[src/rtl/jogo_pkg.sv]
// Shared definitions for the memory game: default bus widths used by the
// sequence memory and both control units, plus the presentation FSM state
// encodings and their debug codes.
package jogo_pkg;

  localparam int ADDR_W_PADRAO = 4;
  localparam int DATA_W_PADRAO = 4;

  typedef enum logic [3:0] {
    OCIOSO  = 4'h0,
    CARREGA = 4'h1,
    ACENDE  = 4'h2,
    APAGA   = 4'h3,
    AVANCA  = 4'h4,
    FIM     = 4'hF
  } estado_t;

  // Shown on db_estado when the state register holds an unused encoding.
  localparam logic [3:0] DB_INVALIDO = 4'hE;

  function automatic logic [3:0] codigo_debug(input estado_t e);
    case (e)
      OCIOSO, CARREGA, ACENDE, APAGA, AVANCA, FIM: return 4'(e);
      default:                                     return DB_INVALIDO;
    endcase
  endfunction

endpackage

[src/rtl/exibe_temporizador.sv]
// Modulo-M cycle counter. zera has priority over conta; the count wraps to
// zero after M-1 so a back-to-back period needs no explicit clear.
module exibe_temporizador #(
  parameter int M = 4
) (
  input  logic clock,
  input  logic reset,
  input  logic zera,
  input  logic conta,
  output logic fim
);

  localparam int W = (M > 1) ? $clog2(M) : 1;
  localparam logic [W-1:0] TERMINAL = W'(M - 1);

  logic [W-1:0] contagem_q;
  logic [W-1:0] contagem_d;

  // Next count: clear, advance with wrap, or hold.
  always_comb begin
    contagem_d = contagem_q;
    if (zera) begin
      contagem_d = '0;
    end else if (conta) begin
      if (contagem_q == TERMINAL) begin
        contagem_d = '0;
      end else begin
        contagem_d = contagem_q + W'(1);
      end
    end
  end

  // Count register.
  always_ff @(posedge clock or posedge reset) begin
    if (reset) begin
      contagem_q <= '0;
    end else begin
      contagem_q <= contagem_d;
    end
  end

  assign fim = (contagem_q == TERMINAL);

endmodule

[src/rtl/exibe_sequencia.sv]
// Presentation engine: plays back sequence memory entries 0..limite on the
// LEDs, each lit for T_ON cycles followed by a T_OFF-cycle blank gap, then
// pulses pronto for one cycle.
// Optional feature macro: EXIBE_PAUSA_EN adds a pausa input that freezes the
// timers and state while in ACENDE or APAGA.
module exibe_sequencia
  import jogo_pkg::*;
#(
  parameter int ADDR_W = ADDR_W_PADRAO,
  parameter int DATA_W = DATA_W_PADRAO,
  parameter int T_ON   = 1000,
  parameter int T_OFF  = 500
) (
  input  logic              clock,
  input  logic              reset,
  input  logic              iniciar,
  input  logic [ADDR_W-1:0] limite,
  input  logic [DATA_W-1:0] mem_dado,
  output logic [ADDR_W-1:0] mem_endereco,
  output logic [DATA_W-1:0] leds,
  output logic              exibindo,
  output logic              pronto,
  output logic [3:0]        db_estado
`ifdef EXIBE_PAUSA_EN
  ,
  input  logic              pausa
`endif
);

  estado_t             estado_q,   estado_d;
  logic [ADDR_W-1:0]   endereco_q, endereco_d;
  logic [DATA_W-1:0]   leds_q,     leds_d;
  logic [ADDR_W-1:0]   limite_q,   limite_d;

  logic pausa_i;
  logic conta_aceso, zera_aceso, fim_aceso;
  logic conta_apagado, zera_apagado, fim_apagado;

`ifdef EXIBE_PAUSA_EN
  assign pausa_i = pausa;
`else
  assign pausa_i = 1'b0;
`endif

  // Each timer runs only in its own state and is held at zero elsewhere, so
  // every ACENDE/APAGA period starts from a clean count.
  assign conta_aceso   = (estado_q == ACENDE) && !pausa_i;
  assign zera_aceso    = (estado_q != ACENDE);
  assign conta_apagado = (estado_q == APAGA) && !pausa_i;
  assign zera_apagado  = (estado_q != APAGA);

  exibe_temporizador #(
    .M (T_ON)
  ) u_tempo_aceso (
    .clock (clock),
    .reset (reset),
    .zera  (zera_aceso),
    .conta (conta_aceso),
    .fim   (fim_aceso)
  );

  exibe_temporizador #(
    .M (T_OFF)
  ) u_tempo_apagado (
    .clock (clock),
    .reset (reset),
    .zera  (zera_apagado),
    .conta (conta_apagado),
    .fim   (fim_apagado)
  );

  // Next state and next datapath values; everything holds unless a state
  // says otherwise.
  always_comb begin
    estado_d   = estado_q;
    endereco_d = endereco_q;
    leds_d     = leds_q;
    limite_d   = limite_q;

    case (estado_q)
      OCIOSO: begin
        leds_d     = '0;
        endereco_d = '0;
        if (iniciar) begin
          limite_d = limite;
          estado_d = CARREGA;
        end
      end

      CARREGA: begin
        leds_d   = mem_dado;
        estado_d = ACENDE;
      end

      ACENDE: begin
        if (!pausa_i && fim_aceso) begin
          leds_d   = '0;
          estado_d = APAGA;
        end
      end

      APAGA: begin
        leds_d = '0;
        if (!pausa_i && fim_apagado) begin
          // Stop on the last entry so the address never wraps mid-show.
          if (endereco_q == limite_q) begin
            estado_d = FIM;
          end else begin
            estado_d = AVANCA;
          end
        end
      end

      AVANCA: begin
        endereco_d = endereco_q + ADDR_W'(1);
        estado_d   = CARREGA;
      end

      FIM: begin
        endereco_d = '0;
        estado_d   = OCIOSO;
      end

      default: begin
        leds_d     = '0;
        endereco_d = '0;
        estado_d   = OCIOSO;
      end
    endcase
  end

  // State and datapath registers.
  always_ff @(posedge clock or posedge reset) begin
    if (reset) begin
      estado_q   <= OCIOSO;
      endereco_q <= '0;
      leds_q     <= '0;
      limite_q   <= '0;
    end else begin
      estado_q   <= estado_d;
      endereco_q <= endereco_d;
      leds_q     <= leds_d;
      limite_q   <= limite_d;
    end
  end

  assign mem_endereco = endereco_q;
  assign leds         = leds_q;
  assign exibindo     = (estado_q == CARREGA) || (estado_q == ACENDE) ||
                        (estado_q == APAGA)   || (estado_q == AVANCA);
  assign pronto       = (estado_q == FIM);
  assign db_estado    = codigo_debug(estado_q);

endmodule

[config.mk]
export PLATFORM = sky130hd
export DESIGN_NAME = exibe_sequencia
export DESIGN_NICKNAME = d
export VERILOG_FILES = /design/src/rtl/jogo_pkg.sv /design/src/rtl/exibe_temporizador.sv /design/src/rtl/exibe_sequencia.sv
export SDC_FILE = /design/constraint.sdc
export NUM_CORES = 1
export LEC_CHECK = 0
export BUFFER_PORTS_ARGS = -buffer_cell sky130_fd_sc_hd__buf_2
export CAP_MARGIN = 20
export CORE_MARGIN = 8
export CORE_UTILIZATION = 53
export CTS_BUF_LIST = sky130_fd_sc_hd__clkbuf_8
export CTS_CLUSTER_DIAMETER = 150
export DETAILED_ROUTE_END_ITERATION = 16
export PLACE_DENSITY = 0.81
export SLEW_MARGIN = 30
export SYNTH_ARGS = -nofsm -noshare
export SYNTH_HDL_FRONTEND = slang
export SYNTH_SLANG_ARGS = --single-unit
[constraint.sdc]
create_clock -name clock -period 1.3 [get_ports clock]
set_input_delay 0.26 -clock clock [delete_from_list [all_inputs] [get_ports clock]]
set_output_delay 0.26 -clock clock [all_outputs]
set_load 0.02 [all_outputs]
==> impl_metrics.toml <==
[finish]
register_area_um2 = 878
fin_util_pct = 87.5
layout_common_cells = "buf_4, dfrtp_1, nor2_2, buf_2, xnor2_1"
layout_commonest_cell = "buf_4"
drive_gt1_share_pct = 56.5
layout.nets = 261
fillers = 139
multi_input_area_um2 = 1010
synthToLayoutAreaGrowth_pct = 55.7
diodes = 0

[worst_setup_path]
end_kind = "flip-flop"
worst-path-buf-inv = 3
critPathMaxStageDelay_ns = 0.44
crit_type = "flip-flop to flip-flop"
arrival_ns = 1.91
worst_setup_path_start_kind = "flip-flop"
r2r_cells = 6
r2r_start = "estado_q[1]"
cp_num_cells = 6
path_cells = "buf_4 -> inv_2 -> or3_4 -> buf_4 -> o21ai_4 -> a22o_1"
required_ns = 1.51
cp_top_family = "flip-flops"
cp_common_cell = "buf_4"
reg2reg_slack_ns = -0.39
crit_slowest_cell = "dfrtp_2"
cp_max_fo = 5
startpoint = "estado_q[1]"

[routing]
drtIter0Drc = 125
firstDrtPassIters = 4
ant_nets = 0
vias_per_cell = 5.90
totalWireLength_mm = 6.24
vias = 1722
routedWlPerCell_um = 21.4
post-route-drc-count = 0

[sta]
max_freq_mhz = 591
hold_violations = 0
layout_min_cycle_time_ns = 1.69
rsz0062_at_grt = "yes"
slew_viol_final = 0
tightest_slew_ns = 0.447
fin_crit_sh_pct = 130
setup_violations = 40
maxSlewHeadroom_pct = 70.2
clock_skew_ns = 0.0134
fin_setup_tns_ns = -8.00
fin_ws_ns = -0.391

[clock_tree]
cts_buffers = 5
cts_root_buffer = "clkbuf_8"
cts_hold_buffers = 0
clkLatencyLatePin_ns = 0.30
cts_max_level = 2
cts_tree = "built"
clockBufferDepth = 2
clk_pin_slew_ns = 0.08
clock-sinks = 35

[grt]
grt_antenna_before_repair = 0
grt_util_met1_pct = 21.1
grt.met3_usage_pct = 5.08
grt_usage_pct = 19.7
grt_pass1_vias = 1602
grt_max_degree = 36
grt_overflow = 0
gr-max-usage-layer = "met2"
use_met2_pct = 34.9
grt_pass1_wl_mm = 7.91

[power_and_ir_drop]
ir_worst_vdd_mv = 0.710
powerDensity_nw_per_um2 = 877
p_leak_nw = 1.25

[logic_synthesis]
syn_avg_cell_area_um2 = 10.2
ys_ff_latch = 35
yosysSeqAreaShare_pct = 50.6
ys_async_sr_fraction_pct = 100
netlist_area_um2 = 1730
ys_warn_count = 0
syn_nets = 183
synth_cell_types = 44
synth_edf_count = 0
synth_cells = 169
synth_flop_cell = "dfrtp_1"

[status]
violations = "negative setup slack"
outcome = "complete, but fails checks"

[placed_design]
dpl.hpwl_mm = 2.90
io_buffers = 24
gp_congestion = 0.817

[die]
start_util_pct = 56.2
die_y_um = 73.1
fp.dieW_um = 73.1
core_um2 = 3080
design.die.area_um2 = 5350
num_rows = 20
io_pins = 25

[hold_path]
hp-class = "primary input to asynchronous set/reset pin"

[flow_run]
drv_cap = 0
[per-stage QoR]
stage | power, mW | cell area (um2) | hold WS, ns | instances | worst slack (ns)
global placement | 1.18 | 2200 | 0.365 | 273 | -0.172
detailed placement | 1.18 | 2200 | 0.377 | 273 | -0.227
floorplan | 1.15 | 1740 | 0.392 | 169 | -0.193
global route | 2.42 | 2690 | 0.109 | 292 | -0.408
finish | 2.36 | 2690 | 0.0495 | 292 | -0.391
CTS | 2.34 | 2530 | 0.0613 | 288 | -0.269
[logic make-up (layout without fill, tap and decap cells)]
kind of cell    after synthesis  after routing  share of synthesized area (%)
mux                           4              4                           2.60
simple gates                 73             73                           21.8
buf+inv                      13             92                           3.69
flops                        35             35                           50.6
xor+xnor                     20             20                           10.1
fa+ha+maj                     3              3                           2.17
compound gates               21             21                           8.97
[registers in the layout, indices dropped and copies added, names as in the netlist]
name and cells:
u_tempo_aceso.contagem_q 10, u_tempo_apagado.contagem_q 9, estado_q 4, leds 4
limite_q 4, mem_endereco 4
[area by class of cell]
cell class	count	share of cell area, %
Clock buffer	5	2.55
Clock inverter	3	2.51
Inverter	7	0.975
Multi-Input combinational cell	121	37.6
Sequential cell	35	32.6
Tap cell	44	2.04
Timing Repair Buffer	77	21.7
[final timing paths]
| path | end |
|---|---|
| max | leds[1] |
| min | u_tempo_apagado.contagem_q[2] |
| max reg2reg | leds[1] |
| min reg2reg | limite_q[2] |
| max in group asynchronous | estado_q[0] |
| min in group clock | limite_q[3] |
[layer usage]
metal  wire, um  share of wire (%)  up-vias
met2       3260                 52       91
li1           -                  -      738
met5          0                  0        -
met3        330                5.3       27
met4        260                4.2        0
met1       2390                 38      866
[tightest hold or removal path, cell delays in order]
cell and delay [ns]:
buf_2 0.09, inv_1 0.04, buf_4 0.39
[repair_timing]
| item | CTS | global route |
|---|---|---|
| pin swaps | 25 | 10 |
| hold endpoints to repair | 0 | 0 |
| resized for setup | 39 | 32 |
| buffers inserted | 9 | 4 |
| gates cloned | 0 | 0 |
| endpoints found under the setup margin | 37 | 40 |
[power by group]
group          switching (mW)  internal, mW  total (mW)
clock                   0.430         0.765        1.20
sequential            0.00550          1.09        1.10
combinational          0.0452        0.0216      0.0668
[synth_stat cells, types with 2 or more instances]
library cell  count  area (um2)
ha_1              3        37.5
inv_2             2        7.51
nor2_2            9        56.3
nand3_1           9        45.0
inv_1             5        18.8
xor2_1            4        35.0
a22o_1            4        35.0
and2_1            2        12.5
nor2_1           26        97.6
buf_2             3        15.0
xnor2_1          16         140
nor3_1            4        20.0
a21oi_1           4        20.0
mux2_2            3        33.8
nand4_1           4        25.0
and3_1            4        25.0
nand2_1           6        22.5
dfrtp_1          35         876
Power figures use the tool's default switching activity.
